**src/rtl/kb_cmd_queue.sv**
```systemverilog
`default_nettype none
// ============================================================================
// Module   : kb_cmd_queue
// Purpose  : Turns PS/2 scancode bytes into 3-bit game commands. Tracks the
//            E0/F0 prefixes, drops typematic repeats using a per-command
//            "held" level, and buffers the commands in a small FIFO that the
//            game controller pops once per game tick.
// Ports    : CLK       - 25 MHz system clock
//            ARST_L    - asynchronous active-low reset
//            KBCODE    - scancode byte, qualified by KBSTROBE
//            KBSTROBE  - one-cycle pulse per completed byte
//            CMD_POP   - consumer takes the head entry (ignored when empty)
//            OVF_CLR   - clears the sticky overflow flag
//            CMD       - registered head-of-queue command, 0 when empty
//            CMD_VALID - registered queue non-empty flag
//            HELD      - bit k-1 is 1 while the key for command k is down
//            OVF       - sticky flag, a push was dropped on a full queue
// Revision : 1.0 - initial release
// ============================================================================
module kb_cmd_queue #(
  parameter int DEPTH      = 4,
  parameter int PREFIX_TMO = 250000
) (
  input  logic       CLK,
  input  logic       ARST_L,
  input  logic [7:0] KBCODE,
  input  logic       KBSTROBE,
  input  logic       CMD_POP,
  input  logic       OVF_CLR,
  output logic [2:0] CMD,
  output logic       CMD_VALID,
  output logic [6:0] HELD,
  output logic       OVF
);

  localparam int c_AW = $clog2(DEPTH);
  localparam int c_TW = ($clog2(PREFIX_TMO) > 0) ? $clog2(PREFIX_TMO) : 1;
  localparam logic [c_TW-1:0] c_TMO_LAST = c_TW'(PREFIX_TMO - 1);
  localparam logic [c_TW-1:0] c_TMO_ONE  = c_TW'(1);
  localparam logic [c_AW:0]   c_DEPTH    = (c_AW + 1)'(DEPTH);
  localparam logic [c_AW:0]   c_CNT_ONE  = (c_AW + 1)'(1);
  localparam logic [c_AW-1:0] c_PTR_ONE  = c_AW'(1);
  localparam logic [7:0]      c_PFX_EXT  = 8'hE0;
  localparam logic [7:0]      c_PFX_BRK  = 8'hF0;

  typedef enum logic [1:0] {
    S_IDLE    = 2'd0,
    S_EXT     = 2'd1,
    S_BRK     = 2'd2,
    S_EXT_BRK = 2'd3
  } state_t;

  // Non-extended codes; the arrow codes only count when E0-prefixed.
  function automatic logic [2:0] f_map_std(input logic [7:0] code);
    case (code)
      8'h29:   return 3'd5;
      8'h5A:   return 3'd6;
      8'h1B:   return 3'd7;
      default: return 3'd0;
    endcase
  endfunction

  function automatic logic [2:0] f_map_ext(input logic [7:0] code);
    case (code)
      8'h75:   return 3'd1;
      8'h72:   return 3'd2;
      8'h6B:   return 3'd3;
      8'h74:   return 3'd4;
      default: return 3'd0;
    endcase
  endfunction

  state_t          r_state, w_state_nxt, w_state_eff;
  logic [c_TW-1:0] r_tmo, w_tmo_nxt;
  logic [6:0]      r_held, w_held_nxt;
  logic [2:0]      w_make_cmd, w_brk_cmd;
  logic [6:0]      w_make_oh, w_brk_oh;
  logic            w_timed_out, w_push;

  logic [2:0]      r_mem [DEPTH];
  logic [c_AW-1:0] r_wr_ptr, r_rd_ptr, w_rd_nxt;
  logic [c_AW:0]   r_count, w_cnt_nxt;
  logic            w_pop, w_full, w_wr, w_drop;
  logic [2:0]      r_cmd, w_head_nxt;
  logic            r_valid, r_ovf;

  // ---------------------------------------------------------------- parser
  always_ff @(posedge CLK or negedge ARST_L) begin
    if (!ARST_L) begin
      r_state <= S_IDLE;
      r_tmo   <= '0;
      r_held  <= '0;
    end else begin
      r_state <= w_state_nxt;
      r_tmo   <= w_tmo_nxt;
      r_held  <= w_held_nxt;
    end
  end

  always_comb begin
    w_make_cmd  = 3'd0;
    w_brk_cmd   = 3'd0;
    // An expired prefix is abandoned on the same edge, so a byte arriving
    // exactly then is decoded as if no prefix had been seen.
    w_timed_out = (r_state != S_IDLE) && (r_tmo == c_TMO_LAST);
    w_state_eff = w_timed_out ? S_IDLE : r_state;
    w_state_nxt = w_state_eff;
    if (KBSTROBE) begin
      case (w_state_eff)
        S_IDLE: begin
          if (KBCODE == c_PFX_EXT)      w_state_nxt = S_EXT;
          else if (KBCODE == c_PFX_BRK) w_state_nxt = S_BRK;
          else                          w_make_cmd  = f_map_std(KBCODE);
        end
        S_EXT: begin
          w_state_nxt = S_IDLE;
          if (KBCODE == c_PFX_BRK) w_state_nxt = S_EXT_BRK;
          else                     w_make_cmd  = f_map_ext(KBCODE);
        end
        S_BRK: begin
          w_state_nxt = S_IDLE;
          w_brk_cmd   = f_map_std(KBCODE);
        end
        default: begin
          w_state_nxt = S_IDLE;
          w_brk_cmd   = f_map_ext(KBCODE);
        end
      endcase
    end
    // Counter only runs while a prefix is pending; any byte restarts it.
    if (KBSTROBE || (w_state_nxt == S_IDLE)) w_tmo_nxt = '0;
    else                                     w_tmo_nxt = r_tmo + c_TMO_ONE;

    w_make_oh  = (w_make_cmd != 3'd0) ? (7'd1 << (w_make_cmd - 3'd1)) : 7'd0;
    w_brk_oh   = (w_brk_cmd  != 3'd0) ? (7'd1 << (w_brk_cmd  - 3'd1)) : 7'd0;
    // A make for a key already held is a typematic repeat: no push.
    w_push     = |(w_make_oh & ~r_held);
    w_held_nxt = (r_held | w_make_oh) & ~w_brk_oh;
  end

  // ------------------------------------------------------------------ FIFO
  always_comb begin
    w_pop    = CMD_POP && (r_count != '0);
    w_full   = (r_count == c_DEPTH);
    w_wr     = w_push && (!w_full || w_pop);
    w_drop   = w_push && w_full && !w_pop;
    w_rd_nxt = w_pop ? (r_rd_ptr + c_PTR_ONE) : r_rd_ptr;
    case ({w_wr, w_pop})
      2'b10:   w_cnt_nxt = r_count + c_CNT_ONE;
      2'b01:   w_cnt_nxt = r_count - c_CNT_ONE;
      default: w_cnt_nxt = r_count;
    endcase
    // The next head may be the entry being written this very cycle
    // (queue empty, or draining its last entry while a push arrives).
    if (w_cnt_nxt == '0)                     w_head_nxt = 3'd0;
    else if (w_wr && (w_rd_nxt == r_wr_ptr)) w_head_nxt = w_make_cmd;
    else                                     w_head_nxt = r_mem[w_rd_nxt];
  end

  always_ff @(posedge CLK or negedge ARST_L) begin
    if (!ARST_L) begin
      for (int i = 0; i < DEPTH; i++) r_mem[i] <= 3'd0;
      r_wr_ptr <= '0;
      r_rd_ptr <= '0;
      r_count  <= '0;
      r_cmd    <= 3'd0;
      r_valid  <= 1'b0;
      r_ovf    <= 1'b0;
    end else begin
      if (w_wr) begin
        r_mem[r_wr_ptr] <= w_make_cmd;
        r_wr_ptr        <= r_wr_ptr + c_PTR_ONE;
      end
      r_rd_ptr <= w_rd_nxt;
      r_count  <= w_cnt_nxt;
      r_cmd    <= w_head_nxt;
      r_valid  <= (w_cnt_nxt != '0);
      // Setting wins over a simultaneous clear.
      if (w_drop)       r_ovf <= 1'b1;
      else if (OVF_CLR) r_ovf <= 1'b0;
    end
  end

  assign CMD       = r_cmd;
  assign CMD_VALID = r_valid;
  assign HELD      = r_held;
  assign OVF       = r_ovf;

endmodule
`default_nettype wire

```
**config.mk**
```make
export PLATFORM = sky130hd
export DESIGN_NAME = kb_cmd_queue
export DESIGN_NICKNAME = d
export VERILOG_FILES = /design/src/rtl/kb_cmd_queue.sv
export SDC_FILE = /design/constraint.sdc
export NUM_CORES = 1
export LEC_CHECK = 0
export ABC_AREA = 1
export BUFFER_PORTS_ARGS = -buffer_cell sky130_fd_sc_hd__buf_2
export CAP_MARGIN = 20
export CELL_PAD_IN_SITES_DETAIL_PLACEMENT = 1
export CELL_PAD_IN_SITES_GLOBAL_PLACEMENT = 2
export CORE_UTILIZATION = 36
export CTS_CLUSTER_DIAMETER = 80
export CTS_CLUSTER_SIZE = 14
export DETAILED_ROUTE_END_ITERATION = 10
export PLACE_DENSITY = 0.84
export SLEW_MARGIN = 30
export SYNTH_ARGS = -nofsm -noshare
export SYNTH_HDL_FRONTEND = slang
export SYNTH_SLANG_ARGS = --single-unit
```
**constraint.sdc**
```tcl
create_clock -name CLK -period 5.05 [get_ports CLK]
set_input_delay 1.515 -clock CLK [delete_from_list [all_inputs] [get_ports CLK]]
set_output_delay 1.515 -clock CLK [all_outputs]
set_load 0.01 [all_outputs]
```
# [Yosys cells after proc, flatten, opt, wreduce, memory -nomap -nowiden]
# Index checks and enable logic that the tools add are counted.
[totals] ff_bits=51 inputBits=13 elab_cells=100 output_inout_bits=12
[op_classes] eq_ne=16 n_lt_le_gt_ge=3 mux=30 n_reduce_logical=22 n_addsub=7 bitwise_logic=7 shifts=2
[op_table] op="equality test 8 x 7 -> 1 bit (second input constant)" count=5
[op_table] op="two-way mux 3 bit" count=10
[op_table] op="adder 18 x 1 -> 18 bit (second input constant)" count=1
[op_table] op="equality test 18 bit (second input constant)" count=1
[op_table] op="two-way mux 18 bit" count=1
[op_table] op="case mux 3 bit (2 select lines)" count=3
[op_table] op="equality test 8 bit (second input constant)" count=2
[op_table] op="bitwise AND 7 bit" count=2
[op_table] op="two-way mux 7 bit" count=2
[op_table] op="NOT 7 bit" count=2
[op_table] op="<< shifter 1 x 3 -> 7 bit (first input constant)" count=2
[op_table] op="bitwise mux 12 bit" count=1
[op_table] op="two-way mux 2 bit" count=6
[op_table] op="case mux 3 bit (4 select lines)" count=1
[op_table] op="nonzero test 3 bit" count=4
[op_table] op="case mux 3 bit (3 select lines)" count=1
[op_table] op="subtractor 3 x 1 -> 3 bit (second input constant)" count=3
[op_table] op="equality test 8 x 5 -> 1 bit (second input constant)" count=1
[op_table] op="equality test 8 x 6 -> 1 bit (second input constant)" count=1
[op_table] op="logical AND 1 bit" count=7
[op_table] op="OR 7 bit" count=1
[op_table] op="OR reduction 7 bit" count=1
[op_table] op="binary-select mux 3 bit (select 2 bit)" count=1
[op_table] op="demux 3 bit (select 2 bit)" count=1
[op_table] op="17 further kinds" count=27

# [Logic depth before layout (Yosys ltp)]
[depth] depth_word=16 mapped_depth=27 mapped_depth_nobuf=27

# [Worst setup path before layout]
# Ideal clock, no wire load.
[synth_timing] path_type="input port to flip-flop" startpoint="input KBCODE[2]" endpoint="register r_cmd[0], in the netlist CMD[0]" setup_time_ns=0.114 path_buffers=0 slack_ns=0.172 arrival_ns=4.764 stages=27 t_required_ns=4.936 cell_sequence="inv_1 nand2_1 nor3_1 nand3b_1 nand2_1 inv_1 nand2_1 nand2_1 o21ai_0 nand3_1 ha_1 inv_1 nor2_1 nand4_1 nand2_1 nor2_4 nand2_8 nand2_2 ha_1 inv_1 fa_1 a21oi_1 o21ai_0 xor2_1 or3_1 nand2_1 nor2_1"
[synth_via] elab_chain_len=16 elab_cells_between_ends=30 cone_classes="1 x add/sub; 11 x eq/ne; 1 x shift; 11 x mux; 1 x bitwise; 5 x reduce/logical"
[synth_rtl] element="from (decl)" line="26" text="input logic [7:0] KBCODE,"
[synth_rtl] element="equality test 8 x 5 -> 1 bit, or another cell as far along" line="55" text="case (code)"
[synth_rtl] element="case mux 3 bit (3 select lines)" line="55"
[synth_rtl] element="two-way mux 3 bit" line="112" text="else if (KBCODE == c_PFX_BRK) w_state_nxt = S_BRK;"
[synth_rtl] element="two-way mux 3 bit" line="111" text="if (KBCODE == c_PFX_EXT) w_state_nxt = S_EXT;"
[synth_rtl] element="case mux 3 bit (2 select lines) *" line="109" text="case (w_state_eff)"
[synth_rtl] element="two-way mux 3 bit *" line="108" text="if (KBSTROBE) begin"
[synth_rtl] element="subtractor 3 x 1 -> 3 bit" line="134" text="w_make_oh = (w_make_cmd != 3'd0) ? (7'd1 << (w_make_cmd - 3'd1)) : 7'd0;"
[synth_rtl] element="<< shifter 1 x 3 -> 7 bit" line="134"
[synth_rtl] element="(+2 left out)"
[synth_rtl] element="OR reduction 7 bit *" line="137" text="w_push = |(w_make_oh & ~r_held);"
[synth_rtl] element="logical AND 1 bit *" line="145" text="w_wr = w_push && (!w_full || w_pop);"
[synth_rtl] element="equality test 2 x 1 -> 1 bit / equality test 2 bit (equally long branches)" line="148" text="case ({w_wr, w_pop})"
[synth_rtl] element="case mux 3 bit (2 select lines) *" line="148"
[synth_rtl] element="named net w_cnt_nxt[2]" line="82" text="logic [c_AW:0] r_count, w_cnt_nxt;"
[synth_rtl] element="logical NOT 3 bit *" line="155" text="if (w_cnt_nxt == '0) w_head_nxt = 3'd0;"
[synth_rtl] element="two-way mux 3 bit *" line="155"
[synth_rtl] element="named net w_head_nxt[0]" line="84" text="logic [2:0] r_cmd, w_head_nxt;"
[synth_rtl] element="to (signal assigned)" line="176" text="r_cmd <= w_head_nxt;"
[synth_rtl] element="to (decl)" line="84"
# The timed path passes the listed nets; every way through them passes the cells marked *.
# A chain may end at the register's enable or synchronous reset.

# [Final worst setup path]
# Same ends and word-level chain as after synthesis.

==> impl_metrics.tcl <==
set metrics [dict create \
    cts.sinks 51 \
    grt_usage_pct 17.5 \
    cts_buffer_depth 2 \
    hold_slack_ns 0.476 \
    ir_worst_vdd_mv 0.124 \
    setup_violations 0 \
    grt_pass1_wl_microns 12300 \
    final_cell_mix "nand2_1 (83), inv_1 (57), dfrtp_1 (51)" \
    cts_resized 0 \
    avgSynthCellArea_sq_um 8.10 \
    fillers 1005 \
    vias_per_cell 4.86 \
    multi_input_area_sq_um 1540 \
    whs_path_depth 1 \
    maxCapViolations 0 \
    critPathCaptureType "register" \
    p_total_uw 979 \
    nets 436 \
    synth_ff_type "dfrtp_1" \
    reg2reg_slack_ns 1.21 \
    worst_slack_ns 0.343 \
    min_path_type "reg2reg" \
    reg2reg_depth 24 \
    slew-limit-headroom_pct 56.8 \
    area_growth_pct 14.3 \
    yosys-top-cells-area "dfrtp_1 (42%), nand2_1 (10%), inv_1 (7.1%), nor2_1 (5.8%), nand3_4 (3.5%)" \
    fin_crit_sh_pct 93.2 \
    antenna_found_initial 0 \
    layout-drive-gt1-share_pct 18.3 \
    postSynth.asyncResetShare_pct 100 \
    reg2reg_from "r_tmo[0]" \
    firstDrtPassIters 4 \
    grt_max_degree 52 \
    grt_overflow 0 \
    holdPathEnd "r_tmo[0]" \
    drt.antenna.violating_nets 0 \
    path_clk_slew_ns 0.09 \
    dieHeight_microns 93.8 \
    pre_cts_ws_ns -0.0924 \
    htreeDepth 2 \
    hold_buffers 0 \
    min_from "r_tmo[0]" \
    first_global_vias 2630 \
    fp-row-count 33 \
    post-route-util_pct 42.4 \
    die_x_microns 93.8 \
    period_needed_ns 4.71 \
    r2r_end "CMD[0]" \
    design_area_sq_um 3460 \
    slew_violations 0 \
    antenna_cells 0 \
    synth_cell_types 35 \
    synth_nets 395 \
    cp.required_ns 5.24 \
    gp_congestion 0.731 \
    synth_top_area_share_pct 42.1 \
    cts_made_buffers 5 \
    path_class "in2reg" \
    power.density_nw_per_um2 283 \
    initial_utilization_pct 37.1 \
    wirelength_microns 6870 \
    port_buffers 24 \
    synth_cells 374 \
    dpl.hpwl_microns 5410 \
    max_freq_mhz 212 \
    outcome "finished, final reports clean" \
    die_area_sq_um 8790 \
    seq_area_frac_synth_pct 42.1 \
    synthesis.area_sq_um 3030 \
    wl_per_cell_microns 13.2 \
    hold_viol_final 0 \
    dpl_cell_area_sq_um 3360 \
    clock_skew_ns 0.00851 \
    clock-root-buffer "clkbuf_8" \
    cts_tree "built" \
    worst_slew_pin_slew_ns 0.647 \
    drt_drc_violations_left 0 \
    post_cts_buffers 0 \
    worst_setup_path_start_kind "input port" \
    dp_cells 513 \
    stdcell_count 521 \
    clk_latency_ns 0.30 \
    drtIter0Drc 108 \
    ys_warn_count 0 \
    io-pin-count 25 \
    ys_seq_elements 51 \
    final_common_cell "nand2_1" \
    core_area_sq_um 8180 \
    cp_max_fo 6 \
    seq_area_sq_um 1280 \
    tns_ns 0 \
    p_leak_nw 1.63 \
    synth-edff-count 0 \
    vias 2530 \
    rsz0062_at_grt "no" \
    cp.arrival_ns 4.90 \
    yosysTopAreaCell "dfrtp_1" \
]
[cell families after synthesis]
kind of cell / count (synthesis) / share of synthesized area [%]
AOI/OAI and AO/OA: 44 / 8.67
xor gates and xnor gates: 11 / 3.43
adders and majority gates: 8 / 3.55
buffers and inverters: 61 / 7.60
and+or+nand+nor: 199 / 34.6
DFF: 51 / 42.1
[final cells by class]
type / instances / share of cell area, %
flip-flops and latches: 51 / 36.8
well taps: 105 / 3.79
inverters: 59 / 6.39
repair buffers: 36 / 6.07
clock buffers: 6 / 2.09
multi-input cells: 262 / 44.5
clock inverters: 2 / 0.361
[registers in the layout (all words and copies together), names as in the netlist]
name       count
CMD            3
CMD_VALID      1
HELD           7
OVF            1
r_count        3
r_mem         12
r_rd_ptr       2
r_state        2
r_tmo         18
r_wr_ptr       2
[worst max-delay path, stage by stage]
cell and delay, ns:
buf_2 0.10, inv_1 0.06, nand2_1 0.08, buf_4 0.14, nor2_1 0.08, nand2_1 0.07, nand2_1 0.11, nand4_1 0.16
nand2_4 0.09, o21ai_1 0.09, ha_1 0.32, inv_1 0.06, nor2_1 0.08, nand3_1 0.11, nand2_2 0.08, nor2_4 0.16
nand2_8 0.06, nand2_2 0.06, ha_1 0.16, inv_1 0.06, fa_1 0.37, a21oi_1 0.15, o21ai_0 0.11, xor2_1 0.16
or3_4 0.36, nand2_1 0.08, nor2_1 0.04
[power breakdown]
part,leakage [nW],switching [mW],internal [mW]
combinational,0.929,0.181,0.104
clock,0.0412,0.132,0.0972
sequential,0.656,0.0212,0.443
total,1.63,0.335,0.644
[routing by layer]
layer  track usage (%)  up-vias  part of all wire (%)  wire (microns)
met5                 0        -                     0               0
li1                  -     1277                     -               -
met3              2.43        2                   1.9             131
met4              2.69        0                  0.28              19
met1              24.6     1221                    50            3470
met2              28.9       30                    47            3250
[cells in the mapped netlist, types with 5 or more instances]
library cell  instances
nand2_1              83
inv_1                57
dfrtp_1              51
nor2_1               47
a21oi_1              14
o21ai_1              13
nand4_1              12
nand3_1               9
nor3_1                8
nor3b_1               8
ha_1                  7
nand2_2               7
xor2_1                7
nand3_4               6
nor2_4                6
o21ai_0               6
a32oi_1               5
nand2_4               5
[worst max-delay path by stage]
stage / start / endpoint / slack (ns)
floorplan: KBCODE[2] / CMD[0] / 0.17
global route: KBCODE[2] / CMD[0] / 0.03
finish: KBCODE[2] / CMD[0] / 0.34
detailed placement: KBCODE[7] / CMD[0] / -0.09
global placement: KBCODE[7] / CMD[1] / 0.0003
CTS: KBCODE[7] / CMD[0] / 0.23
(Power assumes the default switching activity.)
